`config.mk`:
```
export PLATFORM = sky130hd
export DESIGN_NAME = muldiv_unit
export DESIGN_NICKNAME = d
export VERILOG_FILES = /design/src/rtl/muldiv_pkg.sv /design/src/rtl/muldiv_div_iter.sv /design/src/rtl/muldiv_unit.sv
export SDC_FILE = /design/constraint.sdc
export NUM_CORES = 2
export LEC_CHECK = 0
export CAP_MARGIN = 10
export CORE_UTILIZATION = 35
export DETAILED_ROUTE_END_ITERATION = 8
export GPL_TIMING_DRIVEN = 0
export PLACE_DENSITY = 0.56
export SYNTH_ARGS = -nofsm -noshare
export SYNTH_HDL_FRONTEND = slang
export SYNTH_SLANG_ARGS = --single-unit
```
`constraint.sdc`:
```
create_clock -name clk -period 8.7 [get_ports clk]
set_input_delay 1.74 -clock clk [delete_from_list [all_inputs] [get_ports clk]]
set_output_delay 1.74 -clock clk [all_outputs]
set_load 0.01 [all_outputs]
```
`src/rtl/muldiv_pkg.sv`:
```
// Shared types for the muldiv request/answer interface used by the SIC muldiv slot.
package muldiv_pkg;

   typedef enum logic [2:0] {
      MD_MULT  = 3'd0,
      MD_MULTU = 3'd1,
      MD_DIV   = 3'd2,
      MD_DIVU  = 3'd3,
      MD_MTHI  = 3'd4,
      MD_MTLO  = 3'd5,
      MD_MFHI  = 3'd6,
      MD_MFLO  = 3'd7
   } muldiv_op_t;

   typedef struct packed {
      logic [31:0] op1;
      logic [31:0] op2;
      muldiv_op_t  op;
      logic        start;
   } muldiv_req_t;

   typedef struct packed {
      logic        busy;
      logic [31:0] data;
   } muldiv_ans_t;

   localparam int DIV_ITERS = 32;

endpackage

```
`src/rtl/muldiv_div_iter.sv`:
```
// Restoring radix-2 divider on unsigned magnitudes, one quotient bit per cycle.
module muldiv_div_iter
   import muldiv_pkg::*;
(
   input  logic        clk,
   input  logic        rst,
   input  logic        load,
   input  logic [31:0] dividend,
   input  logic [31:0] divisor,
   output logic [31:0] quotient,
   output logic [31:0] remainder,
   output logic        done
);

   logic [31:0] quo, rem, dvs;
   logic [4:0]  step;
   logic        running;
   logic [32:0] shifted, trial;

   // 33-bit trial keeps the 2*rem+bit shift exact for a full 32-bit divisor.
   assign shifted = {rem, quo[31]};
   assign trial   = shifted - {1'b0, dvs};

   always_ff @(posedge clk or posedge rst) begin
      if (rst) begin
         quo     <= '0;
         rem     <= '0;
         dvs     <= '0;
         step    <= '0;
         running <= 1'b0;
      end else if (load) begin
         quo     <= dividend;
         rem     <= '0;
         dvs     <= divisor;
         step    <= '0;
         running <= 1'b1;
      end else if (running) begin
         quo  <= {quo[30:0], ~trial[32]};
         rem  <= trial[32] ? shifted[31:0] : trial[31:0];
         step <= step + 5'd1;
         if (step == 5'(DIV_ITERS - 1)) running <= 1'b0;
      end
   end

   assign quotient  = quo;
   assign remainder = rem;
   assign done      = running && (step == 5'(DIV_ITERS - 1));

endmodule

```
`src/rtl/muldiv_unit.sv`:
```
// Multiply/divide responder owning HI/LO; fixed-latency multiply, iterative divide.
module muldiv_unit
   import muldiv_pkg::*;
#(
   parameter int MUL_CYCLES = 4
) (
   input  logic        clk,
   input  logic        rst,
   input  muldiv_req_t req,
   input  logic        flush,
   output muldiv_ans_t ans
);

   localparam logic [1:0] S_IDLE = 2'd0;
   localparam logic [1:0] S_MUL  = 2'd1;
   localparam logic [1:0] S_DIV  = 2'd2;
   localparam logic [1:0] S_FIX  = 2'd3;

   logic [1:0]  state;
   logic [4:0]  cnt;
   logic        busy;
   logic [31:0] hi, lo;
   logic [31:0] mul_a, mul_b;
   logic        mul_sgn;
   logic        q_neg, r_neg;
   logic [63:0] a_ext, b_ext, product;
   logic        div_sgn, a_neg, b_neg, div_load, div_done;
   logic [31:0] a_mag, b_mag, quo, rem;

   assign a_ext   = {{32{mul_sgn & mul_a[31]}}, mul_a};
   assign b_ext   = {{32{mul_sgn & mul_b[31]}}, mul_b};
   assign product = a_ext * b_ext;

   assign div_sgn  = (req.op == MD_DIV);
   assign a_neg    = div_sgn & req.op1[31];
   assign b_neg    = div_sgn & req.op2[31];
   assign a_mag    = a_neg ? -req.op1 : req.op1;
   assign b_mag    = b_neg ? -req.op2 : req.op2;
   assign div_load = (state == S_IDLE) && req.start &&
                     (req.op == MD_DIV || req.op == MD_DIVU);

   muldiv_div_iter u_div (
      .clk       (clk),
      .rst       (rst),
      .load      (div_load),
      .dividend  (a_mag),
      .divisor   (b_mag),
      .quotient  (quo),
      .remainder (rem),
      .done      (div_done)
   );

   always_ff @(posedge clk or posedge rst) begin
      if (rst) begin
         state   <= S_IDLE;
         cnt     <= '0;
         busy    <= 1'b0;
         hi      <= '0;
         lo      <= '0;
         mul_a   <= '0;
         mul_b   <= '0;
         mul_sgn <= 1'b0;
         q_neg   <= 1'b0;
         r_neg   <= 1'b0;
      end else begin
         case (state)
            S_IDLE: if (req.start) begin
               case (req.op)
                  MD_MTHI: hi <= req.op1;
                  MD_MTLO: lo <= req.op1;
                  MD_MULT, MD_MULTU: begin
                     mul_a   <= req.op1;
                     mul_b   <= req.op2;
                     mul_sgn <= (req.op == MD_MULT);
                     cnt     <= 5'(MUL_CYCLES - 1);
                     state   <= S_MUL;
                     busy    <= 1'b1;
                  end
                  MD_DIV, MD_DIVU: begin
                     q_neg <= a_neg ^ b_neg;
                     r_neg <= a_neg;
                     cnt   <= 5'(DIV_ITERS - 1);
                     state <= S_DIV;
                     busy  <= 1'b1;
                  end
                  default: ;
               endcase
            end
            S_MUL: begin
               if (flush) begin
                  state <= S_IDLE;
                  busy  <= 1'b0;
               end else if (cnt == '0) begin
                  {hi, lo} <= product;
                  state    <= S_IDLE;
                  busy     <= 1'b0;
               end else begin
                  cnt <= cnt - 5'd1;
               end
            end
            S_DIV: begin
               if (flush) begin
                  state <= S_IDLE;
                  busy  <= 1'b0;
               end else if (cnt == '0) begin
                  state <= S_FIX;
               end else begin
                  cnt <= cnt - 5'd1;
               end
            end
            default: begin
               // S_FIX: apply signs to the magnitude results, unless abandoned.
               if (!flush) begin
                  lo <= q_neg ? -quo : quo;
                  hi <= r_neg ? -rem : rem;
               end
               state <= S_IDLE;
               busy  <= 1'b0;
            end
         endcase
      end
   end

   always_comb begin
      ans      = '0;
      ans.busy = busy;
      ans.data = (req.op == MD_MFLO) ? lo : hi;
   end

   a_no_start_busy: assert property (@(posedge clk) disable iff (rst) !(req.start && busy));
   a_div_sync:      assert property (@(posedge clk) disable iff (rst)
                                     (state == S_DIV && cnt == '0) |-> div_done);

endmodule

```
==> results.md <==
* Status: finished clean
* Synth Flop Type: dfrtp_1
* EDFF count, synth at 0
* Min Tclk post-route at 8580 ps
* R2R Path End: hi[20]
* YS warnings at 0
* Cell family with most CP delay: adder cells
* Net count, final at roughly 7500
* # DRC at 0
* Critical Path AT at ~9000 ps
* Area growth, synth to finish at 10.5%
* Commonest cells in the synthesized netlist: inv_1, fa_1, nand2_1
* Mux contribution to synthesized area at 0.0305
* R2R Setup Slk at between 100 and 150 ps
* Period utilisation layout at 0.986
* Fraction of layout cells with a size suffix above 1 at 0.0804
* Compound-Gate Fraction of Synth Area at 0.0802
* FF-to-FF path depth at 27
* Seq/Total Area, Yosys at 0.114
* Final Hold Viols at 0
* Top-count cell post-synth: inv_1
* Die width at 392 um
* Slew margin rel. at 0.200
* Clk sink count at 241
* Max clock buf depth at 3
* Synth unique cells at 77
* RD Place Congestion at 1.03
* Worst slew pin tran at 1200 ps
* Largest cells by area after synthesis: fa_1, dfrtp_1, inv_1
* Die area at 153000 um2
* Critical path's slowest cell: dfrtp_1
* Mapped Area at approximately 53000 um2
* Starting Density at 0.354
* Vias in the first global route at between 40000 and 50000
* Clk_skew at 8.44 ps
* Routed len/inst at 26.1 um
* Hpwl dp at 175000 um
* Post-DP Area at 56700 um2
* Largest net degree at the start of global routing at 121
* CTS hold repair buffers at 0
* CP Class: reg -> reg
* Synth top area share at 0.425
* Top cell by count, worst path: fa_1
* H-tree levels at 1
* Reg clk slew, reported paths at 60 ps
* First-pass GRT wire length at 308000 um
* Main combinational cell family by area after synthesis: adder cells
* Synthesized area per cell at 9.02 um2
* Port bufs at 98
* Crit path buffers/inverters at 7
* GRT Residual Overflow at 0
* Post-Synthesis Cells at 5890
* CP Capture Point: hi[20]
* Critical Path Fanout Max at 11
* Initial DRT Pass Iterations at 8
* Final Max Slew Viols at 0
* Site Rows at 142
* Worst Path Required at between 9000 and 10000 ps
* Synth Area in Simple Gates at 0.147
* Register bit count reported by yosys at 241
* Async set or reset register ratio after synthesis at 1.00
* Area leader, netlist: fa_1
* Later-pin clock latency in the skew report at approximately 580 ps
* Fillers at 15322
* Ports at 104
* Clock root buffer: clkbuf_16
* Adder-Cell Fraction of Synth Area at 0.485
* Slowest stage delay, CP at 720 ps
* Area share of xor/xnor cells in the synthesized design at 0.0350
* Crit. End Element: flop
* Gr usage total at 0.278
* CP Launch Point: mul_a[6]
* Max Fclk at 117 MHz
* Post-Route WL at 211000 um
* 1st-iter DRT viols at 4323
* Maxcap violations at 0
* CTS tree: done
* Core footprint at approximately 150000 um2
* Reg-to-reg startpoint: mul_a[6]
* Final instance area at roughly 59000 um2
* CP Depth at 27
* Syn_nets at ~7300
* Setup violators final at 0
* Antenna-violating nets left at 0
* Height of the die at 392 um
* Critical path launch point type: flop
* CTS Buf Count at 29
* Vias after detailed routing at 43184
* Vias per inst at around 5.4
* Worst min path class: reg -> reg
* Hold Path Origin: hi[4]
* Initial antenna violation count at 29
## registers in the layout, indices dropped and copies added (netlist names), 2 cells and up
| register | flops |
|---|---|
| hi | 32 |
| lo | 32 |
| mul_a | 32 |
| mul_b | 32 |
| u_div.dvs | 32 |
| u_div.quotient | 32 |
| u_div.remainder | 32 |
| cnt | 5 |
| u_div.step | 5 |
| state | 2 |
## metal layers
layer  routed length, um  share of wire  global-route usage
met5                  68        0.00032                   0
met4               13600          0.064               0.143
met3               20800          0.099              0.0631
met1               83400           0.40               0.368
met2               93000           0.44               0.426
## final cells by class
class,count,area [um2],area share
sequential,241,6100,0.104
clock inverter,13,204,0.00347
tap,2016,2520,0.0430
clock buffer,39,823,0.0140
timing repair buffer,122,1230,0.0209
antenna,17,42.5,0.000725
inverter,1193,4500,0.0767
multi-input combinational,4118,41700,0.710
buffer,303,1610,0.0274
## logic make-up (layout without fill, tap and decap cells)
kind of cell | Yosys count | after routing
AND/OR/NAND/NOR | 1687 | 1687
buffers and inverters | 1531 | 1670
adder cells (fa/ha/maj) | 1382 | 1382
AO/OA/AOI/OAI | 688 | 688
flip-flops | 241 | 241
XOR/XNOR | 212 | 212
multiplexers | 149 | 149
other | 0 | 17
## worst reg2reg max path, delay by kind of cell (launching register included)
kind / cells / cell delay, ps
flip-flops: 1 / 720
buffers and inverters: 7 / 990
AND/OR/NAND/NOR: 2 / 230
XOR/XNOR: 1 / 310
AO/OA/AOI/OAI: 8 / 1780
adder cells (fa/ha/maj): 9 / 4390
## through the flow
| step | setup TNS, ps | hold WS [ps] | util | setup WS (ps) | std cells |
|---|---|---|---|---|---|
| 6_report | 0 | 479 | 0.391 | 125 | 8062 |
| 2_1_floorplan | 0 | 444 | - | 344 | 5890 |
| 5_1_grt | -21.2 | 508 | 0.391 | -17.7 | 8048 |
| 3_3_place_gp | -838900 | 459 | 0.377 | -3340 | 8004 |
| 3_5_place_dp | -43280 | 468 | 0.378 | -2030 | 8008 |
| 4_1_cts | -27.3 | 480 | 0.388 | -18.2 | 8047 |
## cells in the final DEF (no fill, tap or decap), types with 12 or more instances in the layout
cell type and n:
a221oi_1 42, clkbuf_4 53, clkbuf_16 29, clkbuf_8 13, o211ai_1 13, or3_1 16, inv_1 1185, or4_1 12
a31oi_1 17, clkdlybuf4s50_1 98, nor2_1 175, clkbuf_1 128, o31ai_1 34, xnor2_1 117, clkbuf_2 87, fa_1 1117
mux2i_1 46, nor4_1 17, nor3_1 32, o21ai_0 230, nand3_1 39, buf_4 29, nand2b_1 27, and2_1 350
o21bai_1 13, ha_1 242, mux2_2 103, xor2_1 94, dfrtp_2 28, nand4_1 15, a21oi_1 169, diode_2 17
dfrtp_1 203, and3_1 27, a211oi_1 14, nand2_1 918, a21o_1 34
## how the worst min path moves through the flow
stage | to | slack (ps) | cells after the start
after global routing | u_div.dvs[6] | 510 | 2
after floorplan | hi[11] | 440 | 2
final | hi[4] | 480 | 2
after detailed placement | hi[4] | 470 | 2
after global placement | hi[25] | 460 | 2
after CTS | hi[4] | 480 | 2
## timing repair
action,4_1_cts,5_1_grt
setup buffers,13,7
endpoints found under the setup margin,44,25
pin swaps,5,15
gates resized for setup,272,171
Power is left out: the tool's default activity adds up to more than one toggle a clock period on the data nets, which glitch-free logic cannot reach.
